`config.mk`:
```
export PLATFORM = sky130hd
export DESIGN_NAME = sd_block_arbiter
export DESIGN_NICKNAME = d
export VERILOG_FILES = /design/src/rtl/sd_block_arbiter.sv
export SDC_FILE = /design/constraint.sdc
export NUM_CORES = 1
export LEC_CHECK = 0
export BUFFER_PORTS_ARGS = -buffer_cell sky130_fd_sc_hd__buf_2
export CAP_MARGIN = 20
export CORE_MARGIN = 8
export CORE_UTILIZATION = 35
export CTS_CLUSTER_DIAMETER = 30
export DETAILED_ROUTE_END_ITERATION = 7
export PLACE_DENSITY = 0.64
export SLEW_MARGIN = 20
export SYNTH_ARGS = -nofsm -noshare
export SYNTH_HDL_FRONTEND = slang
export SYNTH_SLANG_ARGS = --single-unit
```
`constraint.sdc`:
```
create_clock -name MasterCLK -period 4.6 [get_ports MasterCLK]
set_clock_uncertainty 0.05 [all_clocks]
set_input_delay 0 -clock MasterCLK [delete_from_list [all_inputs] [get_ports MasterCLK]]
set_output_delay 0 -clock MasterCLK [all_outputs]
set_load 0.05 [all_outputs]
```
`src/rtl/sd_block_arbiter.sv`:
```
// Shares one SD-card block reader between the audio and video fetch paths, one sector per grant.
// Optional grant/error statistics outputs are enabled by defining SD_ARB_STATS_EN.
module sd_block_arbiter #(
    parameter int unsigned SECTOR_W       = 32,
    parameter int unsigned BLOCK_BYTES    = 512,
    parameter int unsigned TIMEOUT_CYCLES = 2000000
) (
    input  logic                MasterCLK,
    input  logic                Reset,
    input  logic                AudReq,
    input  logic                AudUrgent,
    input  logic [SECTOR_W-1:0] AudSector,
    output logic                AudGrant,
    output logic                AudValid,
    output logic                AudDone,
    output logic                AudErr,
    input  logic                VidReq,
    input  logic [SECTOR_W-1:0] VidSector,
    output logic                VidGrant,
    output logic                VidValid,
    output logic                VidDone,
    output logic                VidErr,
    output logic [7:0]          RdData,
    output logic                SdStart,
    output logic [SECTOR_W-1:0] SdSector,
    input  logic                SdBusy,
    input  logic                SdDataValid,
    input  logic [7:0]          SdData,
    input  logic                SdDone,
    input  logic                SdError
`ifdef SD_ARB_STATS_EN
    ,
    output logic [15:0]         AudGrantCount,
    output logic [15:0]         VidGrantCount,
    output logic [7:0]          ErrCount
`endif
);

    localparam int unsigned CntW = $clog2(BLOCK_BYTES) + 1;
    localparam int unsigned TmoW = $clog2(TIMEOUT_CYCLES);

    typedef enum logic [2:0] {StIdle, StIssue, StWaitBusy, StStream, StFinish} state_e;

    state_e              state_q, state_d;
    logic                owner_q;        // 0: audio, 1: video
    logic                rr_q;           // side preferred when both request
    logic [SECTOR_W-1:0] sd_sector_q;
    logic [CntW-1:0]     byte_cnt_q, byte_cnt_d;
    logic [TmoW-1:0]     tmo_cnt_q;
    logic                ovf_q, ovf_d;
    logic                fin_err_q, fin_err_d;
    logic [7:0]          rd_data_q;
    logic                aud_valid_q, vid_valid_q;

    logic win_vid, byte_take, in_block, tmo_hit, owner_req, busy_phase;

    always_ff @(posedge MasterCLK) begin
        if (!Reset) begin
            state_q <= StIdle;
        end else begin
            state_q <= state_d;
        end
    end

    always_comb begin
        win_vid    = (AudReq && AudUrgent) ? 1'b0 : ((AudReq && VidReq) ? rr_q : VidReq);
        busy_phase = (state_q == StWaitBusy) || (state_q == StStream);
        tmo_hit    = busy_phase && (tmo_cnt_q == TmoW'(TIMEOUT_CYCLES - 1));
        in_block   = byte_cnt_q < CntW'(BLOCK_BYTES);
        byte_take  = (state_q == StStream) && SdDataValid;
        owner_req  = owner_q ? VidReq : AudReq;
        byte_cnt_d = byte_cnt_q + CntW'(byte_take && in_block);
        ovf_d      = ovf_q || (byte_take && !in_block);
        fin_err_d  = SdError || tmo_hit || ovf_d || (byte_cnt_d != CntW'(BLOCK_BYTES));
    end

    always_comb begin
        state_d = state_q;
        case (state_q)
            StIdle:     if (AudReq || VidReq) state_d = StIssue;
            StIssue:    state_d = StWaitBusy;
            StWaitBusy: begin
                if (SdError || tmo_hit || SdDone) state_d = StFinish;
                else if (SdBusy)                  state_d = StStream;
            end
            StStream:   if (SdError || tmo_hit || SdDone) state_d = StFinish;
            StFinish:   state_d = StIdle;
            default:    state_d = StIdle;
        endcase
    end

    always_ff @(posedge MasterCLK) begin
        if (!Reset) begin
            owner_q     <= 1'b0;
            rr_q        <= 1'b0;
            sd_sector_q <= '0;
            byte_cnt_q  <= '0;
            tmo_cnt_q   <= '0;
            ovf_q       <= 1'b0;
            fin_err_q   <= 1'b0;
            rd_data_q   <= '0;
            aud_valid_q <= 1'b0;
            vid_valid_q <= 1'b0;
        end else begin
            aud_valid_q <= 1'b0;
            vid_valid_q <= 1'b0;
            if (state_q == StIdle && state_d == StIssue) begin
                owner_q     <= win_vid;
                rr_q        <= ~win_vid;
                sd_sector_q <= win_vid ? VidSector : AudSector;
            end
            if (state_q == StIssue || busy_phase) begin
                tmo_cnt_q <= tmo_cnt_q + 1'b1;
            end else begin
                tmo_cnt_q <= '0;
            end
            if (busy_phase) begin
                byte_cnt_q <= byte_cnt_d;
                ovf_q      <= ovf_d;
            end else begin
                byte_cnt_q <= '0;
                ovf_q      <= 1'b0;
            end
            if (busy_phase && state_d == StFinish) begin
                fin_err_q <= fin_err_d;
            end
            // Bytes are still consumed once the owner has dropped its request, just not strobed.
            if (byte_take && in_block) begin
                rd_data_q   <= SdData;
                aud_valid_q <= !owner_q && owner_req;
                vid_valid_q <= owner_q && owner_req;
            end
        end
    end

    always_comb begin
        AudGrant = 1'b0;
        VidGrant = 1'b0;
        AudDone  = 1'b0;
        AudErr   = 1'b0;
        VidDone  = 1'b0;
        VidErr   = 1'b0;
        SdStart  = (state_q == StIssue);
        if (state_q == StIssue || busy_phase) begin
            AudGrant = !owner_q;
            VidGrant = owner_q;
        end
        if (state_q == StFinish) begin
            AudDone = !owner_q && !fin_err_q;
            AudErr  = !owner_q && fin_err_q;
            VidDone = owner_q && !fin_err_q;
            VidErr  = owner_q && fin_err_q;
        end
        AudValid = aud_valid_q;
        VidValid = vid_valid_q;
        RdData   = rd_data_q;
        SdSector = sd_sector_q;
    end

`ifdef SD_ARB_STATS_EN
    logic [15:0] aud_gnt_cnt_q, vid_gnt_cnt_q;
    logic [7:0]  err_cnt_q;

    always_ff @(posedge MasterCLK) begin
        if (!Reset) begin
            aud_gnt_cnt_q <= '0;
            vid_gnt_cnt_q <= '0;
            err_cnt_q     <= '0;
        end else begin
            if (state_q == StIdle && state_d == StIssue) begin
                if (!win_vid && aud_gnt_cnt_q != 16'hFFFF) aud_gnt_cnt_q <= aud_gnt_cnt_q + 1'b1;
                if (win_vid && vid_gnt_cnt_q != 16'hFFFF)  vid_gnt_cnt_q <= vid_gnt_cnt_q + 1'b1;
            end
            if (state_q == StFinish && fin_err_q && err_cnt_q != 8'hFF) begin
                err_cnt_q <= err_cnt_q + 1'b1;
            end
        end
    end

    assign AudGrantCount = aud_gnt_cnt_q;
    assign VidGrantCount = vid_gnt_cnt_q;
    assign ErrCount      = err_cnt_q;
`endif

endmodule

```
== Yosys cells after proc, flatten, opt, wreduce, memory -nomap -nowiden ==
Cells that the tools add are included.

* Equal/unequal tests: 8
* Bitwise gates (word level): 1
* Magnitude comparators: 1
* Reductions and logical operators: 29
* Mux-type cells: 15
* Add/sub/neg operators: 2

{| class="wikitable"
|+ Operator list
! operator !! number
|-
| $mux W32 || 1
|-
| $add A21 B1 Y21 const B || 1
|-
| $eq A21 B21 Y1 const B || 1
|-
| $logic_and A1 B1 Y1 || 14
|-
| $mux W3 || 4
|-
| $pmux W3 S4 || 1
|-
| $add A10 B1 Y10 || 1
|-
| $lt A10 B10 Y1 const B || 1
|-
| $ne A10 B10 Y1 const B || 1
|-
| $mux W1 || 9
|-
| $logic_or A1 B1 Y1 || 8
|-
| $eq A3 B1 Y1 const B || 2
|-
| $eq A3 B2 Y1 const B || 2
|-
| $eq A3 B3 Y1 const B || 2
|-
| $reduce_and A2 Y1 || 3
|-
| $logic_not A1 Y1 || 3
|-
| $logic_not A3 Y1 || 1
|-
| $not A1 Y1 || 1
|}

* Register bits after elaboration: 80
* Bits of input ports: 81
* Output and inout port bits: 49

== Depth between registers and ports, before layout ==
* Word-level depth: 9
* Gate-level depth with buffers: 12

== Worst setup path after synthesis ==
OpenSTA, ideal clock, no wires.

* Path kind: register -> register
* From: register state_q[2]
* To: register fin_err_q
* Stages on the path, launching flop included: 13
* Arrival: 2252 ps
* Path slack: 2179 ps
* Path through: dfxtp_1 -> buf_4 -> nor2b_4 -> nand3_1 -> nor2_1 -> buf_4 -> ha_1 -> ha_1 -> and2_2 -> a21oi_1 -> o32ai_1 -> a31oi_1 -> a211o_1

* Word-level cells in the longest chain between the ends: 9
* Elaborated cells between the ends (all ways): 23
* Those cells by class: 1 x add/sub; 5 x eq/ne; 5 x mux; 12 x reduce/logical

{| class="wikitable"
|+ Ends and longest elaborated chain
! what !! line !! RTL
|-
| start: declaration || 44 || <nowiki>state_e state_q, state_d;</nowiki>
|-
| start signal: assignment || 59 || <nowiki>state_q <= StIdle;</nowiki>
|-
| start signal: assignment || 61 || <nowiki>state_q <= state_d;</nowiki>
|-
| parallel branches: the longest is 9 deep, another holds $add A10 B1 Y10 || -- ||
|-
| end signal: assignment || 125 || <nowiki>fin_err_q <= fin_err_d;</nowiki>
|-
| end: declaration || 51 || <nowiki>logic fin_err_q, fin_err_d;</nowiki>
|}

Several ways; the timed one is not identified.
A chain may end at the register's enable or synchronous reset.

== Worst setup path in the final report ==
Same ends and word-level chain as after synthesis.

==> results.md <==
### GRT
- total global-route track usage: 15.8%
- number of antenna violations at the first check in global routing: 0
- GR Overflow Total: 0
- pin count of the biggest net entering global routing: 69
- vias in the first global route: 3663
- global-route wire length before repair: 18100 um

### Finish
- post-route cell area: 0.00540 mm^2
- fillers: 915
- Final #Nets: 655
- area taken by multi-input logic gates: 0.00192 mm^2
- number of antenna diodes: 0
- FF/Latch Area: 0.00160 mm^2
- share of cells above drive strength 1: 27.7%
- synthesis-to-layout area growth: 48.8%
- post-layout instance count excluding filler cells: 711

### CTS
- clock latency on the worst-skew pair: 0.35 ns
- clock root cell: clkbuf_8
- Bufs on Longest Clock Path: 2
- deepest level of the CTS H-tree: 3
- number of buffers created by CTS: 9
- clock transition at the register clock pins on the worst setup and hold paths after CTS: 0.09 ns
- TritonCTS clock tree: done
- buffers inserted during post-CTS setup optimization: 0
- clock tree sinks: 80

### STA
- setup violation total in the final timing report: 0
- count of endpoints failing hold in the final timing report: 0
- transition time at the pin with the least slew margin: 1.03 ns
- RSZ-0062 raised after global routing: false
- number of max-slew violations in the final report: 0
- fin crit period: 3.21 ns
- Fmax achieved: 312 MHz
- final period utilization: 69.7%
- Rel. slew slack: 30.8%
- setup TNS: 0 ns

### Route
- number of design-rule violations left by the first detailed-router iteration: 131
- number of DRC violations after detailed routing: 0
- vias post-DR: 3457
- detail-routed via count per cell: 4.86
- total length of routed wires: 11100 um
- count of TritonRoute iterations in the first routing pass: 5
- average wire per cell in the routed design: 15.6 um
- number of antenna-violating nets in the routed design: 0

### Hold path
- WHS Endpoint: fin_err_q
- type of the tightest min-delay check: in -> reg
- cell depth of the worst hold path: 4
- Hold Path Origin: SdError

### Power
- peak supply drop: 222 uV
- total leakage power: 0.00263 uW
- Total Power: 2020 uW
- PwrDens: 374 mW/mm^2

### Worst setup path
- largest driver fanout on the critical path: 11
- worst flop-to-flop path startpoint: state_q[2]
- critical path capture point type: flip-flop
- critical path data required time: 4.80 ns
- category of the critical setup timing path: reg -> reg
- category of the worst setup path launch point: flip-flop
- worst endpoint data arrival time: 3.41 ns
- reg-to-reg endpoint: fin_err_q
- register-to-register setup slack: 1.39 ns
- FF-to-FF path depth: 10

### Floorplan
- Horiz. Die Dim: 118 um
- core area: 0.0102 mm^2
- Ports: 130
- Core Rows: 37
- die height: 118 um
- full die area: 0.0139 mm^2
- starting utilization of the core area: 35.7%

### Logic synthesis
- primary flip-flop cell chosen by synthesis mapping: dfxtp_1
- count of different cell masters after synthesis: 44
- Post-Synthesis Cells: 373
- post-synthesis cell type with the largest combined area: dfxtp_1
- synthesis-stage register bit count: 80
- EDFF count, synth: 0
- Post-Syn Area per Cell: 9.73 um^2
- ranking of synthesized cells by area: dfxtp_1, mux2i_1, o211a_1
- post-synth net total: 457
- fraction of post-synthesis cell area in the top cell type by area: 44.1%
- Netlist Area Pre-Place: 0.00363 mm^2
- async set or reset register ratio after synthesis: 0%
- fraction of the yosys area taken by sequential cells: 44.1%
- YS warnings: 0

### Placement
- HPWL after detailed placement: 6760 um
- buffers added on ports: 129
- routability cong.: 0.752
- cell count after placement: 618
- area of placed instances: 0.00436 mm^2

### Flow run
- Max-Cap Viols: 0

### Status
- run status: finished clean

==> worst max path at each step <==
stage	from	end	slack (ns)	depth (start not counted)
final	state_q[2]	fin_err_q	1.39	10
after global routing	state_q[2]	fin_err_q	1.20	10
after CTS	state_q[2]	fin_err_q	1.44	10
after detailed placement	state_q[2]	fin_err_q	1.45	10
after global placement	state_q[2]	fin_err_q	1.52	10
after floorplan	state_q[2]	fin_err_q	2.18	12
==> placed cells by master (no fill, tap or decap), types with 5 or more instances in the layout <==
cell type / synthesis / routed
o211a_1: 32 / 32
nor2_1: 44 / 44
mux2i_1: 41 / 41
nor2b_1: 11 / 11
nand4_1: 5 / 5
xor2_1: 20 / 20
dlygate4sd3_1: 0 / 78
nand2_1: 45 / 45
nand3_1: 11 / 11
buf_2: 7 / 129
dfxtp_1: 80 / 80
xnor2_1: 7 / 7
clkbuf_8: 0 / 9
==> through the flow <==
| step | hold WS, ns | utilization (%) | setup slack (ns) |
|---|---|---|---|
| detailed placement | 0.221 | 42.9 | 1.45 |
| finish | 0.0246 | 53.0 | 1.39 |
| global placement | 0.208 | 42.9 | 1.52 |
| global route | 0.0441 | 53.0 | 1.20 |
| CTS | 0.0161 | 53.0 | 1.44 |
| floorplan | 0.0805 | - | 2.18 |
==> timing repair <==
action,4_1_cts,5_1_grt
hold buffers,78,0
setup endpoints to repair,0,0
resized for setup,0,0
hold endpoints to repair,46,0
==> layout make-up <==
type / instances / area share (%)
repair buffers: 209 / 26.7
flip-flops and latches: 80 / 29.7
multi-input cells: 269 / 35.6
clock inverters: 6 / 2.46
clock buffers: 9 / 2.29
inverters: 2 / 0.139
well taps: 136 / 3.15
==> flip-flops by register name, summed over array words and instances (netlist names) <==
| register | cells |
|---|---|
| rr_q | 1 |
| owner_q | 1 |
| byte_cnt_q | 10 |
| ovf_q | 1 |
| fin_err_q | 1 |
| state_q | 3 |
| tmo_cnt_q | 21 |
| AudValid | 1 |
| SdSector | 32 |
| RdData | 8 |
| VidValid | 1 |
==> Yosys cell counts (all sizes together), types with 3 or more instances <==
cell and instances:
nor2 45, xnor2 7, nand4 6, nor3 3, ha 3, and2 3
and4 5, a21oi 3, dfxtp 80, o21ai 4, nor3b 3, buf 13
nand3 12, nor4b 3, clkbuf 9, nand2 45, xor2 20, and3 6
mux2i 41, o211a 32, nor2b 12
==> cell families (layout without fill, tap and decap cells) <==
family          Yosys count  in the layout  share of synthesized area [%]
flops                    80             80                           44.1
buf+inv                  24            226                           3.34
mux                      41             41                           11.3
fa+ha+maj                 3              3                           1.03
compound gates           47             47                           11.6
xor+xnor                 27             27                           6.51
simple gates            151            151                           22.1
==> power breakdown <==
| part | total, uW | switching (uW) | internal, uW |
|---|---|---|---|
| combinational | 557 | 362 | 195 |
| clock | 669 | 257 | 411 |
| sequential | 792 | 40.3 | 752 |
| total | 2020 | 659 | 1360 |
==> critical path: stages (launching register included) <==
cell     delay, ns
dfxtp_1       0.41
nor2b_4       0.23
nand3_1       0.09
nor2_1        0.78
ha_1          0.40
ha_1          0.30
and2_2        0.17
a21oi_1       0.06
o32ai_1       0.22
a31oi_1       0.13
a211o_1       0.27
==> routing by layer <==
layer | GRT usage [%] | wire length, um | vias to the layer above
met2 | 25.0 | 5060 | 123
li1 | - | - | 1701
met3 | 7.48 | 996 | 14
met5 | 0 | 0 | -
met4 | 4.72 | 128 | 0
met1 | 18.7 | 4890 | 1619
Power figures use the tool's default switching activity.
